[src/rtl/lsu_pkg.sv]
// lsu_pkg: shared types, constants and helpers for the load/store memory stage.
// Holds the RISC-V funct3 encodings, the stage state enum and address helpers.
package lsu_pkg;

  localparam int MEM_AW_DEFAULT = 30;

  // Load funct3 encodings
  localparam logic [2:0] LB  = 3'b000;
  localparam logic [2:0] LH  = 3'b001;
  localparam logic [2:0] LW  = 3'b010;
  localparam logic [2:0] LD  = 3'b011;
  localparam logic [2:0] LBU = 3'b100;
  localparam logic [2:0] LHU = 3'b101;
  localparam logic [2:0] LWU = 3'b110;

  // Store funct3 encodings
  localparam logic [2:0] SB  = 3'b000;
  localparam logic [2:0] SH  = 3'b001;
  localparam logic [2:0] SW  = 3'b010;
  localparam logic [2:0] SD  = 3'b011;

  typedef enum logic [1:0] {
    IDLE  = 2'd0,
    BEAT0 = 2'd1,
    BEAT1 = 2'd2,
    RESP  = 2'd3
  } lsu_state_e;

  // Loads have no encoding at 111; stores only exist at 000..011.
  function automatic logic isIllegalF3(input logic isStore, input logic [2:0] f3);
    return isStore ? f3[2] : (f3 == 3'b111);
  endfunction

  // Access size is funct3[1:0]: 0=byte, 1=half, 2=word, 3=double.
  function automatic logic isMisaligned(input logic [1:0] size, input logic [2:0] lo);
    case (size)
      2'b01:   return lo[0];
      2'b10:   return |lo[1:0];
      2'b11:   return |lo;
      default: return 1'b0;
    endcase
  endfunction

  // Round the low address bits down to the natural boundary of the access.
  function automatic logic [2:0] alignLo(input logic [1:0] size, input logic [2:0] lo);
    case (size)
      2'b01:   return {lo[2:1], 1'b0};
      2'b10:   return {lo[2], 2'b00};
      2'b11:   return 3'b000;
      default: return lo;
    endcase
  endfunction

endpackage

[src/rtl/lsu_lane_align.sv]
// lsu_lane_align: byte-lane steering between a 64-bit register value and the
// 32-bit memory port. Produces store strobes/replicated write data and the
// extracted, sign- or zero-extended load value.
module lsu_lane_align
  import lsu_pkg::*;
(
  input  logic [2:0]  funct3_i,
  input  logic [1:0]  addrLo_i,
  input  logic        beat1_i,
  input  logic [63:0] wdata_i,
  input  logic [31:0] rdata0_i,
  input  logic [31:0] rdata1_i,
  output logic [3:0]  wstrb_o,
  output logic [31:0] wdata_o,
  output logic [63:0] ldata_o
);

  logic [31:0] lane;

  // Store side: replicate narrow data across all lanes, strobe only the target bytes.
  always_comb begin
    wstrb_o = 4'b0000;
    wdata_o = 32'h0;
    case (funct3_i[1:0])
      2'b00: begin
        wdata_o = {4{wdata_i[7:0]}};
        wstrb_o = 4'b0001 << addrLo_i;
      end
      2'b01: begin
        wdata_o = {2{wdata_i[15:0]}};
        wstrb_o = 4'b0011 << addrLo_i;
      end
      2'b10: begin
        wdata_o = wdata_i[31:0];
        wstrb_o = 4'b1111;
      end
      default: begin
        wdata_o = beat1_i ? wdata_i[63:32] : wdata_i[31:0];
        wstrb_o = 4'b1111;
      end
    endcase
  end

  // Load side: shift the addressed bytes down to lane 0, then extend to 64 bits.
  always_comb begin
    lane    = rdata0_i >> {addrLo_i, 3'b000};
    ldata_o = 64'h0;
    case (funct3_i)
      LB:      ldata_o = {{56{lane[7]}}, lane[7:0]};
      LH:      ldata_o = {{48{lane[15]}}, lane[15:0]};
      LW:      ldata_o = {{32{lane[31]}}, lane};
      LD:      ldata_o = {rdata1_i, rdata0_i};
      LBU:     ldata_o = {56'h0, lane[7:0]};
      LHU:     ldata_o = {48'h0, lane[15:0]};
      LWU:     ldata_o = {32'h0, lane};
      default: ldata_o = 64'h0;
    endcase
  end

endmodule

[src/rtl/lsu_mem_stage.sv]
// lsu_mem_stage: memory-access stage of the RV64 pipeline. Accepts one load or
// store from execute, runs one or two 32-bit beats on the word memory port
// (doublewords split into two beats) and returns load data or a fault.
// Build option LSU_MISALIGN_TRAP_EN: when defined, misaligned accesses fault
// without touching memory; when undefined, they are rounded down to natural
// alignment and performed.
module lsu_mem_stage
  import lsu_pkg::*;
#(
  parameter int MEM_AW = MEM_AW_DEFAULT
) (
  input  logic              clk,
  input  logic              reset,
  input  logic              req_valid,
  output logic              req_ready,
  input  logic              req_is_store,
  input  logic [2:0]        req_funct3,
  input  logic [63:0]       req_addr,
  input  logic [63:0]       req_wdata,
  input  logic [4:0]        req_rd,
  output logic              mem_valid,
  input  logic              mem_ready,
  output logic              mem_we,
  output logic [MEM_AW-1:0] mem_addr,
  output logic [3:0]        mem_wstrb,
  output logic [31:0]       mem_wdata,
  input  logic [31:0]       mem_rdata,
  output logic              resp_valid,
  input  logic              resp_ready,
  output logic              resp_fault,
  output logic              resp_wb_en,
  output logic [4:0]        resp_rd,
  output logic [63:0]       resp_data
);

  lsu_state_e  state_q;
  logic        isStore_q;
  logic [2:0]  funct3_q;
  logic [63:0] addr_q;
  logic [63:0] wdata_q;
  logic [4:0]  rd_q;
  logic        fault_q;
  logic [31:0] rdata0_q;
  logic [31:0] rdata1_q;

  logic        reqFault;
  logic [2:0]  effLo;
  logic        inBeat;
  logic [MEM_AW-1:0] beatAddr;
  logic [3:0]  laneStrb;
  logic [31:0] laneWdata;
  logic [63:0] laneLoad;

`ifdef LSU_MISALIGN_TRAP_EN
  assign reqFault = isIllegalF3(req_is_store, req_funct3) |
                    isMisaligned(req_funct3[1:0], req_addr[2:0]);
  assign effLo    = addr_q[2:0];
`else
  assign reqFault = isIllegalF3(req_is_store, req_funct3);
  assign effLo    = alignLo(funct3_q[1:0], addr_q[2:0]);
`endif

  // The raw address is kept so a fault can report it; the beat address is
  // derived from the aligned low bits, stepping to the next word for beat 1.
  assign inBeat   = (state_q == BEAT0) || (state_q == BEAT1);
  assign beatAddr = {addr_q[MEM_AW+1:3], effLo[2]} + MEM_AW'(state_q == BEAT1);

  lsu_lane_align u_lane (
    .funct3_i (funct3_q),
    .addrLo_i (effLo[1:0]),
    .beat1_i  (state_q == BEAT1),
    .wdata_i  (wdata_q),
    .rdata0_i (rdata0_q),
    .rdata1_i (rdata1_q),
    .wstrb_o  (laneStrb),
    .wdata_o  (laneWdata),
    .ldata_o  (laneLoad)
  );

  // Sequencer: capture the request, walk the memory beats, hold the response.
  always_ff @(posedge clk) begin
    if (reset) begin
      state_q   <= IDLE;
      isStore_q <= 1'b0;
      funct3_q  <= 3'b000;
      addr_q    <= 64'h0;
      wdata_q   <= 64'h0;
      rd_q      <= 5'd0;
      fault_q   <= 1'b0;
      rdata0_q  <= 32'h0;
      rdata1_q  <= 32'h0;
    end else begin
      case (state_q)
        IDLE: begin
          if (req_valid) begin
            isStore_q <= req_is_store;
            funct3_q  <= req_funct3;
            addr_q    <= req_addr;
            wdata_q   <= req_wdata;
            rd_q      <= req_rd;
            fault_q   <= reqFault;
            state_q   <= reqFault ? RESP : BEAT0;
          end
        end
        BEAT0: begin
          if (mem_ready) begin
            rdata0_q <= mem_rdata;
            state_q  <= (funct3_q[1:0] == 2'b11) ? BEAT1 : RESP;
          end
        end
        BEAT1: begin
          if (mem_ready) begin
            rdata1_q <= mem_rdata;
            state_q  <= RESP;
          end
        end
        RESP: begin
          if (resp_ready) state_q <= IDLE;
        end
        default: state_q <= IDLE;
      endcase
    end
  end

  // Output decode from registered state; everything is zero outside its phase.
  always_comb begin
    req_ready  = (state_q == IDLE) && !reset;
    mem_valid  = inBeat;
    mem_we     = inBeat && isStore_q;
    mem_addr   = inBeat ? beatAddr : '0;
    mem_wstrb  = (inBeat && isStore_q) ? laneStrb : 4'b0000;
    mem_wdata  = (inBeat && isStore_q) ? laneWdata : 32'h0;
    resp_valid = (state_q == RESP);
    resp_fault = resp_valid && fault_q;
    resp_wb_en = resp_valid && !fault_q && !isStore_q && (rd_q != 5'd0);
    resp_rd    = resp_valid ? rd_q : 5'd0;
    resp_data  = 64'h0;
    if (resp_valid) begin
      if (fault_q)         resp_data = addr_q;
      else if (!isStore_q) resp_data = laneLoad;
    end
  end

endmodule
[config.mk]
export PLATFORM = sky130hd
export DESIGN_NAME = lsu_mem_stage
export DESIGN_NICKNAME = d
export VERILOG_FILES = /design/src/rtl/lsu_pkg.sv /design/src/rtl/lsu_lane_align.sv /design/src/rtl/lsu_mem_stage.sv
export SDC_FILE = /design/constraint.sdc
export NUM_CORES = 1
export LEC_CHECK = 0
export ABC_AREA = 1
export CAP_MARGIN = 30
export CORE_MARGIN = 3
export CORE_UTILIZATION = 38
export DETAILED_ROUTE_END_ITERATION = 8
export PLACE_DENSITY = 0.76
export SLEW_MARGIN = 20
export SYNTH_ARGS = -nofsm -noshare
export SYNTH_HDL_FRONTEND = slang
export SYNTH_SLANG_ARGS = --single-unit
[constraint.sdc]
create_clock -name clk -period 3 [get_ports clk]
set_input_delay 0.6 -clock clk [delete_from_list [all_inputs] [get_ports clk]]
set_output_delay 0.6 -clock clk [all_outputs]
set_load 0.02 [all_outputs]
Word level (Yosys, flattened, before mapping)

Cells that the tools add are included.

Shift-type cells: 3
Equal/unequal tests: 17
$add $sub $neg: 1
Reductions and logical operators: 18
Multiplexer cells: 20

Operator list:

| operator            | count |
|---|---|
| $pmux 64 s7         | 1 |
| $mux 64             | 3 |
| $pmux 32 s3         | 1 |
| $mux 32             | 2 |
| $shr 32x5->32       | 1 |
| $add 30x1->30       | 1 |
| $mux 30             | 1 |
| $eq 3x3->1 const B  | 4 |
| $mux 2              | 5 |
| $pmux 3 s3          | 1 |
| $eq 2x2->1 const B  | 4 |
| $pmux 2 s4          | 1 |
| $pmux 4 s2          | 1 |
| $eq 3x2->1 const B  | 2 |
| $logic_and 1x1->1   | 6 |
| $ne 2x2->1 const B  | 3 |
| $reduce_and 2->1    | 3 |
| $mux 5              | 1 |
| $reduce_bool 5->1   | 1 |
| $eq 2x1->1 const B  | 2 |
| $logic_not 2->1     | 2 |
| $mux 4              | 1 |
| $reduce_and 4->1    | 1 |
| $shl 1x2->4 const A | 1 |
| 7 further kinds     | 10 |

Logic and storage cells: 68
Output and inout bits: 141
Flip-flop bits (word level): 204
Input bits: 174

Longest topological paths before layout

Gate-level depths: netlist of run 1.

Word-level depth: 7
Mapped depth: 16
Depth with buffers taken out: 15

Cells and area by module

A second synthesis of run 1 with hierarchy kept.

Cell total of the unflattened synthesis: 1,776
Area, all modules: 11,095.6 um^2

Modules (own cells, without submodules):

| module         | times used | cells each | area each (um^2) | sequential area each (um^2) |
|---|---|---|---|---|
| lsu_mem_stage  | 1          | 1,335      | 9,062.4          | 4,083.9 |
| lsu_lane_align | 1          | 441        | 2,033.2          | 0.0 |

Worst setup path after synthesis of run 1

Ideal clock, no wire load.

Path type: flip-flop to output port
From: reg funct3_q[1]
To: out mem_addr[18]
Setup slack: 0.327 ns
Arrival: 2.073 ns
Stages on the path, launching flop included: 17
Path buffers: 1
Data required time: 2.400 ns
Cells stage by stage: dfxtp_1 -> buf_4 -> nand2_2 -> inv_2 -> nor2_1 -> ha_1 -> ha_1 -> nand2_1 -> inv_1 -> nand2_1 -> nor2_1 -> nand2_1 -> nor2_1 -> nand2_1 -> nand2_1 -> nand2_1 -> nor2_1

Word-level cells in the longest chain between the ends: 4
Elaborated cells on any way between the ends: 6
Classes of those cells: add/sub (1); eq/ne (3); mux (2)

RTL lines:

| item                                     | line                 | text |
|---|---|---|
| start: declaration                       | lsu_mem_stage.sv:38  | `logic [2:0] funct3_q;` |
| start signal: assignment                 | lsu_mem_stage.sv:97  | `funct3_q <= req_funct3;` |
| $eq 2x2->1 or $eq 2x1->1 (tied branches) | lsu_pkg.sv:46        | `case (size)` |
| $pmux 3 s3 *                             | lsu_pkg.sv:46        |  |
| $add 30x1->30 *                          | lsu_mem_stage.sv:66  | `assign beatAddr = {addr_q[MEM_AW+1:3], effLo[2]} + MEM_AW'(state_q == BEAT1);` |
| $mux 30 *                                | lsu_mem_stage.sv:130 | `mem_addr = inBeat ? beatAddr : '0;` |
| end: declaration                         | lsu_mem_stage.sv:24  | `output logic [MEM_AW-1:0] mem_addr,` |

Mark *: on every way between the ends. The rest lies on a longest branch, timed or not.

Worst setup path in the final report of run 1

From: reg funct3_q[0]
To: out resp_data[46]

Word-level cells in the longest chain between the ends: 7
Elaborated cells on any way between the ends: 16
Classes of those cells: eq/ne (9); shift (1); mux (5); reduce/logical (1)

RTL lines:

| item                                     | line                 | text |
|---|---|---|
| $eq 2x2->1 or $eq 2x1->1 (tied branches) | lsu_pkg.sv:46        |  |
| $pmux 3 s3                               | lsu_pkg.sv:46        |  |
| $shr 32x5->32                            | lsu_lane_align.sv:46 | `lane = rdata0_i >> {addrLo_i, 3'b000};` |
| $pmux 64 s7 *                            | lsu_lane_align.sv:48 | `case (funct3_i)` |
| $mux 64 *                                | lsu_mem_stage.sv:140 | `else if (!isStore_q) resp_data = laneLoad;` |
| $mux 64 *                                | lsu_mem_stage.sv:139 | `if (fault_q) resp_data = addr_q;` |
| $mux 64 *                                | lsu_mem_stage.sv:138 | `if (resp_valid) begin` |
| end: declaration                         | lsu_mem_stage.sv:33  | `output logic [63:0] resp_data` |

Marks and branches as above.

==> impl_metrics.toml, run 1 <==
[sta]
drv_slew = 0
hold_viol = 0
finClkSkew_ps = 23.2
worstMarginPinSlew_ps = 682
rsz0062_at_grt = "true"
relSlewSlack_pct = 54.5
fmax_mhz = 326
layout_setup_ws_ps = -64.2
setup_viol = 28
min_period_over_period_pct = 102
fin_crit_ps = 3060
hold_slack_ps = 482

[power]
power.density_mw_per_mm2 = 764
sw_frac_of_total_pct = 40.6
clkPwrFrac_pct = 25.0
seqPwrFrac_pct = 32.7
ir_drop_mv = 0.630
internal-power_w = 0.00724
p_leak_nw = 6.96
comb_power_share_pct = 42.3
p_sw_w = 0.00495

[floorplan]
io_pins = 315
placementRows = 61
coreArea_sq_mm = 0.0279
die_area_sq_mm = 0.0306
start_util_pct = 38.8
die_x_um = 175
dieHeight_um = 175

[setup_path]
crit_type = "flop to output pin"
cpMaxStageDelayCell = "dfxtp_2"
critical_path_buf_inv_count = 6
cp_max_fo = 8
path_delay_family = "buffers and inverters"
crit_top_cell = "buf_4"
crit_chain = "buf_4 -> nor2_4 -> nand2_4 -> buf_6 -> buf_4 -> nand4_1 -> buf_4 -> clkbuf_16 -> nand4_1 -> nand2_1 -> nand2_1 -> buf_2"
end_kind = "output pin"
cp-start-kind = "flop"
slowest_delay_ps = 320
cp.required_ps = 2400
worst_ep_arrival_time_ps = 2460

[placement]
dpl-instance-area_sq_mm = 0.0145
io_buffers = 314
dp.cells = 2354
hpwl_um = 30600
pre_cts_slack_ps = -113
place_congestion = 0.927

[global_routing]
grt_remaining_overflow = 0
antenna_found_initial = 2
grt_pass1_wl_um = 64600
grt_max_degree = 172
first_global_vias = 12055
track_usage_pct = 26.0

[layout]
layout.cell_area.non_filler_sq_mm = 0.0160
fillers = 2725
antenna_cells = 0
area_growth_pct = 47.4
layout-drive-gt1-share_pct = 18.2
final_nets = 2235
seqCellArea_sq_mm = 0.00409
final_cell_count_no_fill = 2449
multiInputGateArea_sq_mm = 0.00628
fin_util_pct = 57.2

[clock_network]
clock_tree.root_cell = "clkbuf_16"
cts_buffers = 24
clockBufferDepth = 3
path_clk_slew_ps = 60
cts_tree = "built"
cts.sinks = 204
clock_latency_ps = 530
htree_levels = 1

[detailed_routing]
first_iter_violations = 900
drc = 0
finalWirelength_um = 43800
vias = 12836
wl_per_cell_um = 17.9
ant_nets = 0
firstDrtPassIters = 5
via_per_inst = 5.24

[yosys]
syn_avg_cell_area_sq_um = 6.33
synth_seq_area_share_pct = 37.7
synthFlopType = "dfxtp_1"
synth_cells = 1710
yosys-top-cells-count = "nand2_1, nor2_1, o21ai_0"
syn-cell-area_sq_mm = 0.0108
synthMuxAreaShare_pct = 0
synth_xor_area_share_pct = 0.971
synth_compound_area_share_pct = 17.6
synth_top_area_share_pct = 37.7
synth-adder-area-share_pct = 0.809
synth_most_common_cell = "nand2_1"
synth_top_family_by_area = "simple AND/OR/NAND/NOR gates"
ys_ff_latch = 204
synthArstFlopShare_pct = 0
yosysUniqueCellTypes = 36
synth_nets = 1891
yosysWarnings = 0
yosysTopAreaCell = "dfxtp_1"
synth-edff-count = 0
synthTopCellsByArea = "dfxtp_1, nand2_1, nor2_1"
yosys.area_share.simple_pct = 34.8

[status]
violations = "negative setup slack"
status = "finished with violations"

[job]
maxCapViolCount = 0

[min_path]
hold_path_class = "flop to flop"
worst register-to-register path: cells and delay by family (launching register included):
family          cells  cell delay [ps]
fa+ha+maj           1              230
flops               1              380
buf+inv             3              690
simple gates        1               90
compound gates      2              540
cell type report:
cell class,count,area share [%]
multi-input cells,1304,39.4
flip-flops and latches,204,25.6
repair buffers,431,24.7
clock buffers,31,4.25
well taps,378,2.96
inverters,88,2.19
clock inverters,12,0.909
repair inverters,1,0.0470
cell families (layout without fill, tap and decap cells):
kind of cell	count (synthesis)	in the layout
AND/OR/NAND/NOR	921	922
AO/OA/AOI/OAI	363	363
flip-flops	204	204
buffers and inverters	203	563
XOR/XNOR	12	12
adder cells (fa/ha/maj)	7	7
final timing paths:
path / from / endpoint / slack [ps] / cells after the start
worst min register to register: addr_q[33] / addr_q[33] / 480 / 2
worst max-delay path: funct3_q[0] / resp_data[46] / -60 / 12
worst max register to register: state_q[1] / wdata_q[3] / 1000 / 7
worst min-delay path: addr_q[33] / addr_q[33] / 480 / 2
sequential cells by signal, summed over array words and instances (netlist names):
register,flops
addr_q,64
wdata_q,64
rdata0_q,32
rdata1_q,32
rd_q,5
funct3_q,3
state_q,2
fault_q,1
isStore_q,1
routing by layer:
metal	GRT usage, %	vias to the layer above	share of wire, %
met5	0	-	0.052
met4	10.4	4	4.6
met3	5.54	122	7.8
met2	44.1	521	47
met1	32.3	5938	41
li1	-	6251	-
cells in the final DEF (no fill, tap or decap), types with 9 or more instances in the layout:
cell type / count
buf_4: 111
nand3_1: 40
nor2_1: 372
nor2_4: 13
xor2_1: 10
inv_2: 10
clkdlybuf4s50_1: 181
buf_2: 54
buf_12: 14
inv_1: 70
dlygate4sd2_1: 9
o21ai_0: 224
a21oi_1: 65
nand2_2: 11
nand4_1: 44
dfxtp_1: 200
o21ai_1: 26
clkbuf_16: 30
o21ai_2: 14
buf_6: 17
clkbuf_2: 21
nand2_1: 401
nor3_1: 12
power by group through the flow:
stage | clock, W | combinational (W) | sequential [W]
CTS | 0.00310 | 0.00478 | 0.00394
global route | 0.00321 | 0.00568 | 0.00405
detailed placement | 0 | 0.00468 | 0.00399
floorplan | 0 | 0.00302 | 0.00380
global placement | 0 | 0.00463 | 0.00397
finish | 0.00305 | 0.00516 | 0.00399
repair_timing:
action,4_1_cts,5_1_grt
gates cloned,2,8
setup buffers,11,32
hold buffers,0,0
pin swaps,7,32
gates resized for setup,437,226
endpoints found under the hold margin,0,0
setup endpoints to repair,130,125
metrics by stage:
| step | total power (W) | TNS [ps] |
|---|---|---|
| after global placement | 0.00859 | -84.0 |
| after global routing | 0.0129 | -6950 |
| final | 0.0122 | -865 |
| after detailed placement | 0.00868 | -419 |
| after CTS | 0.0118 | -298 |
| after floorplan | 0.00681 | 0 |
Power figures use the tool's default switching activity.
==> run 2: changes to the inputs <==
CAP_MARGIN = 40   (was 30)
CTS_CLUSTER_DIAMETER = 50   (was default)
clock period = 3.3 ns   (was 3 ns; I/O delays follow)
==> impl_metrics.toml, run 2 (same netlist as run 1, synthesis figures left out) <==
[status]
status = "completed"

[setup_path]
reg2reg_to = "addr_q[10]"
cp_max_fo = 14
cp.required_ps = 2640
slowest_delay_ps = 340
end_kind = "output pin"
crit_chain = "buf_12 -> nor2_4 -> buf_6 -> nand2_2 -> nand2_2 -> nand3_4 -> nand3_4 -> nand2_4 -> o21ai_1 -> nand2_1 -> dlygate4sd2_1"
critical_path_buf_inv_count = 3
rr_worst_depth = 6
path_delay_family = "simple AND/OR/NAND/NOR gates"
worstReg2RegStart = "state_q[1]"
cpMaxStageDelayCell = "dfxtp_2"
r2r_slack_ps = 1280
crit_type = "flop to output pin"
worst_ep_arrival_time_ps = 2540
cp-start-kind = "flop"

[layout]
area_growth_pct = 43.4
final_nets = 2181
layout_commonest_cell = "nand2_1"
layout-drive-gt1-share_pct = 10.6
layout.cell_area.non_filler_sq_mm = 0.0155
reg.largest.list = "addr_q: 64 flops, wdata_q: 64 flops"
fin_util_pct = 55.6
layout_common_cells = "nand2_1, nor2_1, o21ai_0"

[min_path]
hold_depth = 2
hold_path_class = "flop to flop"
worstHoldStart = "rdata1_q[4]"
hold_end = "rdata1_q[4]"

[sta]
hold_slack_ps = 479
tns_ps = 0
relSlewSlack_pct = 45.9
fmax_mhz = 312
min_period_over_period_pct = 97.1
hold_viol = 0
setup_viol = 0
fin_crit_ps = 3200
rsz0062_at_grt = "true"
worstMarginPinSlew_ps = 811
finClkSkew_ps = 8.46
drv_slew = 0

[global_routing]
grt_pass1_wl_um = 65300
antenna_found_initial = 3
first_global_vias = 12246
track_usage_pct = 26.2
grt_remaining_overflow = 0
grt_max_degree = 93

[placement]
io_buffers = 314
dpl-instance-area_sq_mm = 0.0143
hpwl_um = 30700
place_congestion = 0.903

[floorplan]
dieHeight_um = 175
die_area_sq_mm = 0.0306
io_pins = 315
start_util_pct = 38.8
die_x_um = 175
placementRows = 61
coreArea_sq_mm = 0.0279

[clock_network]
htree_levels = 1
cts_buffers = 29
path_clk_slew_ps = 60
cts.sinks = 204
clock_latency_ps = 540
cts_hold_buf = 0
clockBufferDepth = 3
cts_tree = "built"
clock_tree.root_cell = "clkbuf_16"

[power]
ir_drop_mv = 0.376
p_leak_nw = 6.88
power.density_mw_per_mm2 = 728

[job]
maxCapViolCount = 0

[detailed_routing]
drc = 0
wl_per_cell_um = 17.4
via_per_inst = 5.22
first_iter_violations = 747
finalWirelength_um = 41800
vias = 12550
firstDrtPassIters = 5
ant_nets = 0
-- run 2: final cells by class --
type	instances	area, sq um
fill	2725	12400
multi-input combinational	1307	6040
sequential	204	4090
timing repair buffer	370	3520
clock buffer	37	806
tap	378	473
inverter	88	352
clock inverter	17	255
antenna	1	2.50
-- run 2: worst max-delay path by stage --
stage,from,to,slack (ps),cells after the start
2_1_floorplan,funct3_q[1],mem_addr[18],570,16
3_3_place_gp,funct3_q[1],resp_data[48],190,12
3_5_place_dp,funct3_q[1],resp_data[62],160,12
4_1_cts,funct3_q[2],resp_data[8],0.2,6
5_1_grt,funct3_q[1],resp_data[42],-10,13
6_report,funct3_q[1],resp_data[22],100,11
-- run 2: metal layers --
layer / up-vias / GRT usage [%] / wire length [um]
li1: 6150 / - / -
met1: 5801 / 32.2 / 17300
met2: 496 / 45.5 / 19800
met3: 99 / 5.98 / 3260
met4: 4 / 8.11 / 1470
met5: - / 0 / 23
-- run 2: power by group --
group | internal, W | switching (W)
combinational | 0.00160 | 0.00270
clock | 0.00214 | 0.00123
sequential | 0.00310 | 0.000532
-- run 2: what timing repair did --
action,4_1_cts,5_1_grt
pin swaps,5,9
resized for setup,246,90
cloned,6,1
setup endpoints to repair,118,93
setup buffers,8,2
-- run 2: stage by stage --
step | cells | total power [W] | setup WS, ps
CTS | 2398 | 0.0112 | 0.192
global route | 2402 | 0.0120 | -11.6
global placement | 2330 | 0.00769 | 187
floorplan | 1710 | 0.00619 | 567
finish | 2402 | 0.0113 | 96.1
detailed placement | 2330 | 0.00776 | 155
-- run 2: tightest hold or removal path, stage by stage, from the launching register on --
cell,delay (ps)
dfxtp_1,320
nor2_1,50
nor2_1,80
